===== src/rtl/reaction_input_conditioner.sv =====
// rtl/reaction_input_conditioner.sv - button debounce, trigger pulses and random delay draw
module reaction_input_conditioner #(
    parameter int          DEBOUNCE_CYCLES = 500,
    parameter logic [15:0] SEED            = 16'hACE1,
    parameter int          MIN_DELAY       = 12500,
    parameter logic [15:0] RANGE_MASK      = 16'h7FFF
) (
    input  logic        clk,
    input  logic        rst,
    input  logic        btn_start_raw,
    input  logic        btn_user_raw,
    output logic        start_trigger,
    output logic        user_trigger,
    output logic [15:0] random_delay
);

    localparam int          CW        = $clog2(DEBOUNCE_CYCLES);
    localparam logic [CW-1:0] CNT_LAST = CW'(DEBOUNCE_CYCLES - 1);
    localparam logic [15:0] LFSR_INIT = (SEED == 16'h0000) ? 16'h0001 : SEED;
    localparam logic [15:0] TAPS      = 16'hB400;
    localparam logic [15:0] MIN16     = 16'(MIN_DELAY);

    // Channel 0 is the start button, channel 1 the reaction button.
    logic [1:0]    raw;
    logic [1:0]    s0;
    logic [1:0]    s1;
    logic [1:0]    stable;
    logic [1:0]    trig;
    logic [1:0]    accept;
    logic [CW-1:0] cnt [2];
    logic [15:0]   lfsr;

    assign raw = {btn_user_raw, btn_start_raw};

    always_comb begin
        accept = 2'b00;
        for (int i = 0; i < 2; i++) begin
            accept[i] = (s1[i] != stable[i]) && (cnt[i] == CNT_LAST);
        end
    end

    always_ff @(posedge clk or negedge rst) begin
        if (!rst) begin
            s0     <= 2'b00;
            s1     <= 2'b00;
            stable <= 2'b00;
            trig   <= 2'b00;
            cnt[0] <= '0;
            cnt[1] <= '0;
        end else begin
            s0 <= raw;
            s1 <= s0;
            for (int i = 0; i < 2; i++) begin
                // Only an accepted rising level produces a pulse; releases are silent.
                trig[i] <= accept[i] & s1[i];
                if (s1[i] == stable[i]) begin
                    cnt[i] <= '0;
                end else if (accept[i]) begin
                    stable[i] <= s1[i];
                    cnt[i]    <= '0;
                end else begin
                    cnt[i] <= cnt[i] + 1'b1;
                end
            end
        end
    end

    // Free-running LFSR; press timing picks the sample, so the draw is unpredictable.
    always_ff @(posedge clk or negedge rst) begin
        if (!rst) begin
            lfsr         <= LFSR_INIT;
            random_delay <= MIN16;
        end else begin
            lfsr <= (lfsr >> 1) ^ (lfsr[0] ? TAPS : 16'h0000);
            if (accept[0] && s1[0]) begin
                random_delay <= MIN16 + (lfsr & RANGE_MASK);
            end
        end
    end

    assign start_trigger = trig[0];
    assign user_trigger  = trig[1];

endmodule


===== config.mk =====
export PLATFORM = sky130hd
export DESIGN_NAME = reaction_input_conditioner
export DESIGN_NICKNAME = d
export VERILOG_FILES = /design/src/rtl/reaction_input_conditioner.sv
export SDC_FILE = /design/constraint.sdc
export NUM_CORES = 1
export LEC_CHECK = 0
export CAP_MARGIN = 15
export CORE_MARGIN = 1
export CORE_UTILIZATION = 50
export DETAILED_ROUTE_END_ITERATION = 8
export GPL_TIMING_DRIVEN = 0
export PLACE_DENSITY = 0.81
export SLEW_MARGIN = 20
export SYNTH_ARGS = -nofsm -noshare
export SYNTH_HDL_FRONTEND = slang
export SYNTH_SLANG_ARGS = --single-unit

===== constraint.sdc =====
create_clock -name clk -period 1.8 [get_ports clk]
set_input_delay 0.54 -clock clk [delete_from_list [all_inputs] [get_ports clk]]
set_output_delay 0.54 -clock clk [all_outputs]
set_load 0.05 [all_outputs]

==> impl_metrics.ini, run 1 <==
[outcome]
status = complete, no violations

[global_route]
grt_max_degree = 59
gr-usage-all-layers_pct = 19.35
antenna_found_initial = 0
grt_pass1_wl_microns = 7189
grt_overflow = 0
grt_pass1_vias = 1545

[clock_network]
clk_pin_slew_ps = 70
insertion_delay_ps = 330
cts_hold_buf = 0
cts_buffers = 9
cts_sinks = 58
cts-root-buf = clkbuf_8
cts_tree = done
clockBufferDepth = 2
cts_htree_levels = 3

[die]
start_util_pct = 52.76
fp.coreArea_sq_um = 4444
die-height_microns = 70.48
die-area_sq_um = 4967
die_w_microns = 70.48
rows = 24
io_pins = 22

[timing]
fin_crit_ps = 1774
hold_viol_final = 0
slew-limit-headroom_pct = 54.66
max_freq_ghz = 0.5636
tightest_slew_ps = 680.1
period_share_pct = 98.57
rsz0062_at_grt = yes
maxSlewViolCount = 0
finalClockSkew_ps = 10.53
fin_tns_setup_ps = 0
setup_viol = 0

[layout]
ff_latch_area_sq_um = 1469
multi_input_area_sq_um = 860.8
fill_cells = 348
nNetsFinal = 239
drive_above_1_share_pct = 20.68
num_antenna_cells = 0
areaGrowthSynthToFinish_pct = 21.29
fin_util_pct = 63.99

[routing]
dr.pass1.iters = 5
routedWlPerCell_microns = 14.14
wirelength_microns = 4086
drt_iter0_drc = 119
viasPerCell = 5.239
route.detailed.drc = 0
num_vias = 1514
postRouteAntennaNets = 0

[critical_path]
crit_path_start_kind = flop
cpLargestDelayFamily = flip-flops
arrival_ps = 1230
critPathCaptureType = output port
cp_max_fo = 2
reg2regPathDepth = 5
cp_num_cells = 1
crit_required_ps = 1260
reg2reg_to = random_delay[14]$_DFFE_PN0P_
path_cells = clkdlybuf4s15_2
regToRegSetupSlack_ps = 50
critical_path_buf_inv_count = 1
reg2reg_from = lfsr[3]$_DFF_PN0_
crit_start = random_delay[12]$_DFFE_PN1P_
crit_path_max_incr_delay_ps = 530
cpMaxStageDelayCell = dfstp_2
path_class = reg2out

[synthesis]
synthDistinctLibCells = 33
syn_nets = 206
avgSynthCellArea_sq_um = 11.78
synth-seq-area-share_pct = 62.65
yosysWarnings = 0
syn_area_sq_um = 2345
syn_inst = 199
ys_ff_latch = 58

[power_and_ir_drop]
ir_worst_vdd_mv = 0.5258
comb_power_share_pct = 2.2
leakagePower_nw = 1.326
p_sw_uw = 547.1
p_seq_share_pct = 50.7
power_mw = 2.639
power_density_nw_per_um2 = 927.8
swShare_pct = 20.73
p_clk_share_pct = 47.1
p_int_mw = 2.092

[flow_run]
max_cap_violations = 0

[placement]
portBuffers = 21
hpwl_microns = 2595
gp_congestion = 0.7464

[worst_hold_path]
hold_class = in2async
[per-stage QoR]
| step | cell area, sq um | hold slack (ps) | instances | setup WS, ps |
|---|---|---|---|---|
| 2_1_floorplan | 2345 | 244.4 | 199 | 152.7 |
| 3_3_place_gp | 2620 | 332.5 | 272 | -1483 |
| 3_5_place_dp | 2618 | 335.6 | 272 | -49.11 |
| 4_1_cts | 2825 | 276.5 | 289 | 15.33 |
| 5_1_grt | 2844 | 307.4 | 289 | -15.51 |
| 6_report | 2844 | 251.7 | 289 | 25.81 |
[cell usage in the layout, fill, tap and decap left out, drive strengths merged, types with 3 or more instances in the layout]
master | Yosys | layout
nand2 | 30 | 30
nand4 | 6 | 6
o21ai | 12 | 12
clkbuf | 0 | 14
dfstp | 14 | 14
nand3 | 9 | 9
dfrtp | 44 | 44
xor2 | 11 | 11
nor2 | 25 | 25
xnor2 | 17 | 17
inv | 3 | 3
ha | 3 | 3
buf | 3 | 5
dlygate4sd2 | 0 | 12
clkdlybuf4s15 | 0 | 6
a21oi | 5 | 5
[layout make-up]
class,count,share of cell area (%)
sequential,58,51.65
clock buffer,14,6.071
clock inverter,2,1.232
inverter,3,0.3960
buffer,3,0.7919
multi-input combinational,135,30.27
timing repair buffer,22,7.303
tap,52,2.288
[Yosys cell counts (all sizes together)]
| master | n | area, sq um |
|---|---|---|
| a211oi | 1 | 12.51 |
| a21boi | 1 | 7.510 |
| a21oi | 5 | 28.78 |
| a31oi | 1 | 6.260 |
| a32o | 1 | 10.01 |
| and3 | 2 | 12.51 |
| and4 | 2 | 17.52 |
| buf | 3 | 17.52 |
| dfrtp | 44 | 1101 |
| dfstp | 14 | 367.9 |
| ha | 3 | 37.54 |
| inv | 3 | 11.26 |
| mux2 | 1 | 15.01 |
| nand2 | 30 | 112.6 |
| nand3 | 9 | 45.04 |
| nand4 | 6 | 50.04 |
| nor2 | 25 | 93.84 |
| nor3b | 1 | 7.510 |
| nor4bb | 1 | 25.02 |
| o21ai | 12 | 71.32 |
| o21bai | 1 | 7.510 |
| o311ai | 1 | 8.760 |
| o31ai | 1 | 7.510 |
| or3 | 1 | 6.260 |
| or4 | 2 | 18.77 |
| xnor2 | 17 | 148.9 |
| xor2 | 11 | 96.34 |
[power by group through the flow]
stage,Combinational [mW],Clock (mW),Sequential (mW)
after floorplan,0.0228,0,1.36
after global placement,0.0576,0,1.36
after detailed placement,0.0586,0,1.36
after CTS,0.0593,1.26,1.34
after global routing,0.0690,1.32,1.34
final,0.0575,1.24,1.34
[registers in the layout, summed over array words and instances, names as in the netlist]
signal        flops
s0                2
stable            2
lfsr             16
trig              2
s1                2
random_delay     16
cnt              18
[per-layer routing]
metal / up-vias / global-route usage, % / share of wire (%)
met5: - / 0 / 0
li1: 740 / - / -
met3: 8 / 6.061 / 5.1
met2: 44 / 28.26 / 48
met1: 722 / 26.17 / 46
met4: 0 / 9.524 / 1.5
[cells by family (layout without fill, tap and decap cells)]
family / count (synthesis) / count (layout) / synth area share (%)
buf+inv: 6 / 44 / 1.227
compound gates: 24 / 24 / 6.831
simple gates: 79 / 79 / 16.60
xor+xnor: 28 / 28 / 10.46
flops: 58 / 58 / 62.65
fa+ha+maj: 3 / 3 / 1.601
mux: 1 / 1 / 0.6402
[how the worst max path moves through the flow]
stage	endpoint	slack, ps
floorplan	random_delay[14]$_DFFE_PN0P_	150
global placement	random_delay[10]$_DFFE_PN0P_	-1480
detailed placement	random_delay[12]	-50
CTS	random_delay[12]	20
global route	random_delay[14]$_DFFE_PN0P_	-20
finish	random_delay[12]	30
[timing repair]
| action | in CTS | in global routing |
|---|---|---|
| endpoints found under the setup margin | 19 | 15 |
| cloned | 0 | 0 |
| resized for setup | 30 | 7 |
| setup buffers | 1 | 0 |
No activity file was read; power rests on OpenSTA's default activity.
==> inputs of run 2 (changes only) <==
- CORE_UTILIZATION: 50 -> 60
- PLACE_DENSITY: 0.81 -> 0.9
- RECOVER_POWER: unset -> 25
- clock period: 1.8 -> 2.05 ns (I/O delays scaled with it)
==> run 2 against run 1 <==
Design area decreased by 1.3%. First-iteration DRC count fell by 18%. Worst setup slack better by 25 ps. Clock skew fell by 2.3 ps. Non-clock buffer count fell by 1. Critical path depth unchanged.
==> impl_metrics.ini, run 2 (synthesis gave the netlist of run 1 again) <==
[outcome]
status = complete, no violations

[critical_path]
crit_required_ps = 1430
reg2reg_to = random_delay[14]$_DFFE_PN0P_
regToRegSetupSlack_ps = 200
crit_path_max_incr_delay_ps = 540
cpLargestDelayFamily = flip-flops
crit_start = random_delay[13]$_DFFE_PN1P_
crit_path_start_kind = flop
reg2regPathDepth = 5
cp-endpoint = random_delay[13]
cp_num_cells = 1
critPathCaptureType = output port
critical_path_buf_inv_count = 1
path_class = reg2out
arrival_ps = 1380
cp_max_fo = 2
reg2reg_from = lfsr[2]$_DFF_PN0_
cpMaxStageDelayCell = dfstp_2
path_cells = clkdlybuf4s15_1

[timing]
max_freq_ghz = 0.5002
rsz0062_at_grt = no
timing.final.ws_setup_ps = 50.67
fin_crit_ps = 1999
finalClockSkew_ps = 8.241
tightest_slew_ps = 1338
setup_viol = 0
whs_ps = 346.7
slew-limit-headroom_pct = 10.77
maxSlewViolCount = 0
period_share_pct = 97.53
hold_viol_final = 0

[layout]
drive_above_1_share_pct = 15.25
areaGrowthSynthToFinish_pct = 19.74
fin_cells = 284
final_common_cell = dfrtp_1
layout_common_cells = dfrtp_1, nand2_1, nor2_1
design_area_sq_um = 2808
reg_top3 = cnt: 18 flops, lfsr: 16 flops, random_delay: 16 flops
nNetsFinal = 238
largest_reg_flops = 18
fill_cells = 242
top_register = cnt
num_antenna_cells = 0

[die]
rows = 22
fp.coreArea_sq_um = 3716
die-height_microns = 64.52
die-area_sq_um = 4162
die_w_microns = 64.52
start_util_pct = 63.10
io_pins = 22

[power_and_ir_drop]
power_density_nw_per_um2 = 840.7
ir_worst_vdd_mv = 0.7072
leakagePower_nw = 1.363

[global_route]
grt_pass1_vias = 1511
grt_pass1_wl_microns = 6982
grt_max_degree = 59
antenna_found_initial = 0
gr-usage-all-layers_pct = 22.86
grt_overflow = 0

[placement]
placed_cells = 268
gp_congestion = 0.7646
dp_worst_setup_slack_ps = 103.8
hpwl_microns = 2610
post_dp_cell_area_sq_um = 2613
portBuffers = 21

[clock_network]
cts_buffers = 9
cts_hold_buf = 0
clk_pin_slew_ps = 60
cts-root-buf = clkbuf_8
cts_sinks = 58
cts_tree = done
insertion_delay_ps = 330
clockBufferDepth = 2
cts_htree_levels = 3

[routing]
drt_iter0_drc = 98
postRouteAntennaNets = 0
route.detailed.drc = 0
num_vias = 1497
dr.pass1.iters = 4
viasPerCell = 5.271
wirelength_microns = 3957
routedWlPerCell_microns = 13.93

[flow_run]
max_cap_violations = 0

[worst_hold_path]
hold_class = reg2reg
run 2: power breakdown:
| group | switching (mW) | internal, mW | total (mW) |
|---|---|---|---|
| combinational | 0.0341 | 0.0146 | 0.0487 |
| sequential | 0.0143 | 1.16 | 1.17 |
| clock | 0.425 | 0.713 | 1.14 |
run 2: timing repair:
| action | CTS | global route |
|---|---|---|
| gates resized for setup | 18 | 1 |
| setup buffers | 0 | 0 |
| setup endpoints to repair | 18 | 1 |
run 2: metrics by stage:
step	util (%)	TNS [ps]	power (mW)
floorplan	-	0	1.211
global placement	70.37	-64950	1.242
detailed placement	70.30	0	1.245
CTS	75.59	0	2.378
global route	75.56	0	2.445
finish	75.56	0	2.360
run 2: final cells by class:
class	count	area [sq um]	share of cell area (%)
Buffer	3	17.52	0.6239
Clock buffer	11	141.4	5.036
Clock inverter	5	77.57	2.763
Inverter	3	11.26	0.4011
Multi-Input combinational cell	135	847.1	30.17
Sequential cell	58	1469	52.32
Tap cell	48	60.06	2.139
Timing Repair Buffer	21	183.9	6.551
run 2: how the worst min path moves through the flow:
stage	start	to	slack (ps)	depth (start not counted)
global route	s0[0]$_DFF_PN0_	s1[0]$_DFF_PN0_	370	0
floorplan	rst	cnt[0]$_DFF_PN0_	320	0
finish	s0[1]$_DFF_PN0_	s1[1]$_DFF_PN0_	350	0
global placement	s0[0]$_DFF_PN0_	s1[0]$_DFF_PN0_	330	0
CTS	rst	cnt[3]$_DFF_PN0_	350	1
detailed placement	s0[1]$_DFF_PN0_	s1[1]$_DFF_PN0_	330	0
run 2: metal layers:
| layer | vias up | GRT usage, % | part of all wire (%) |
|---|---|---|---|
| met5 | - | 0 | 0 |
| met4 | 0 | 12.22 | 2.0 |
| met3 | 9 | 5.282 | 3.4 |
| met2 | 32 | 34.74 | 48 |
| met1 | 710 | 30.72 | 47 |
| li1 | 746 | - | - |
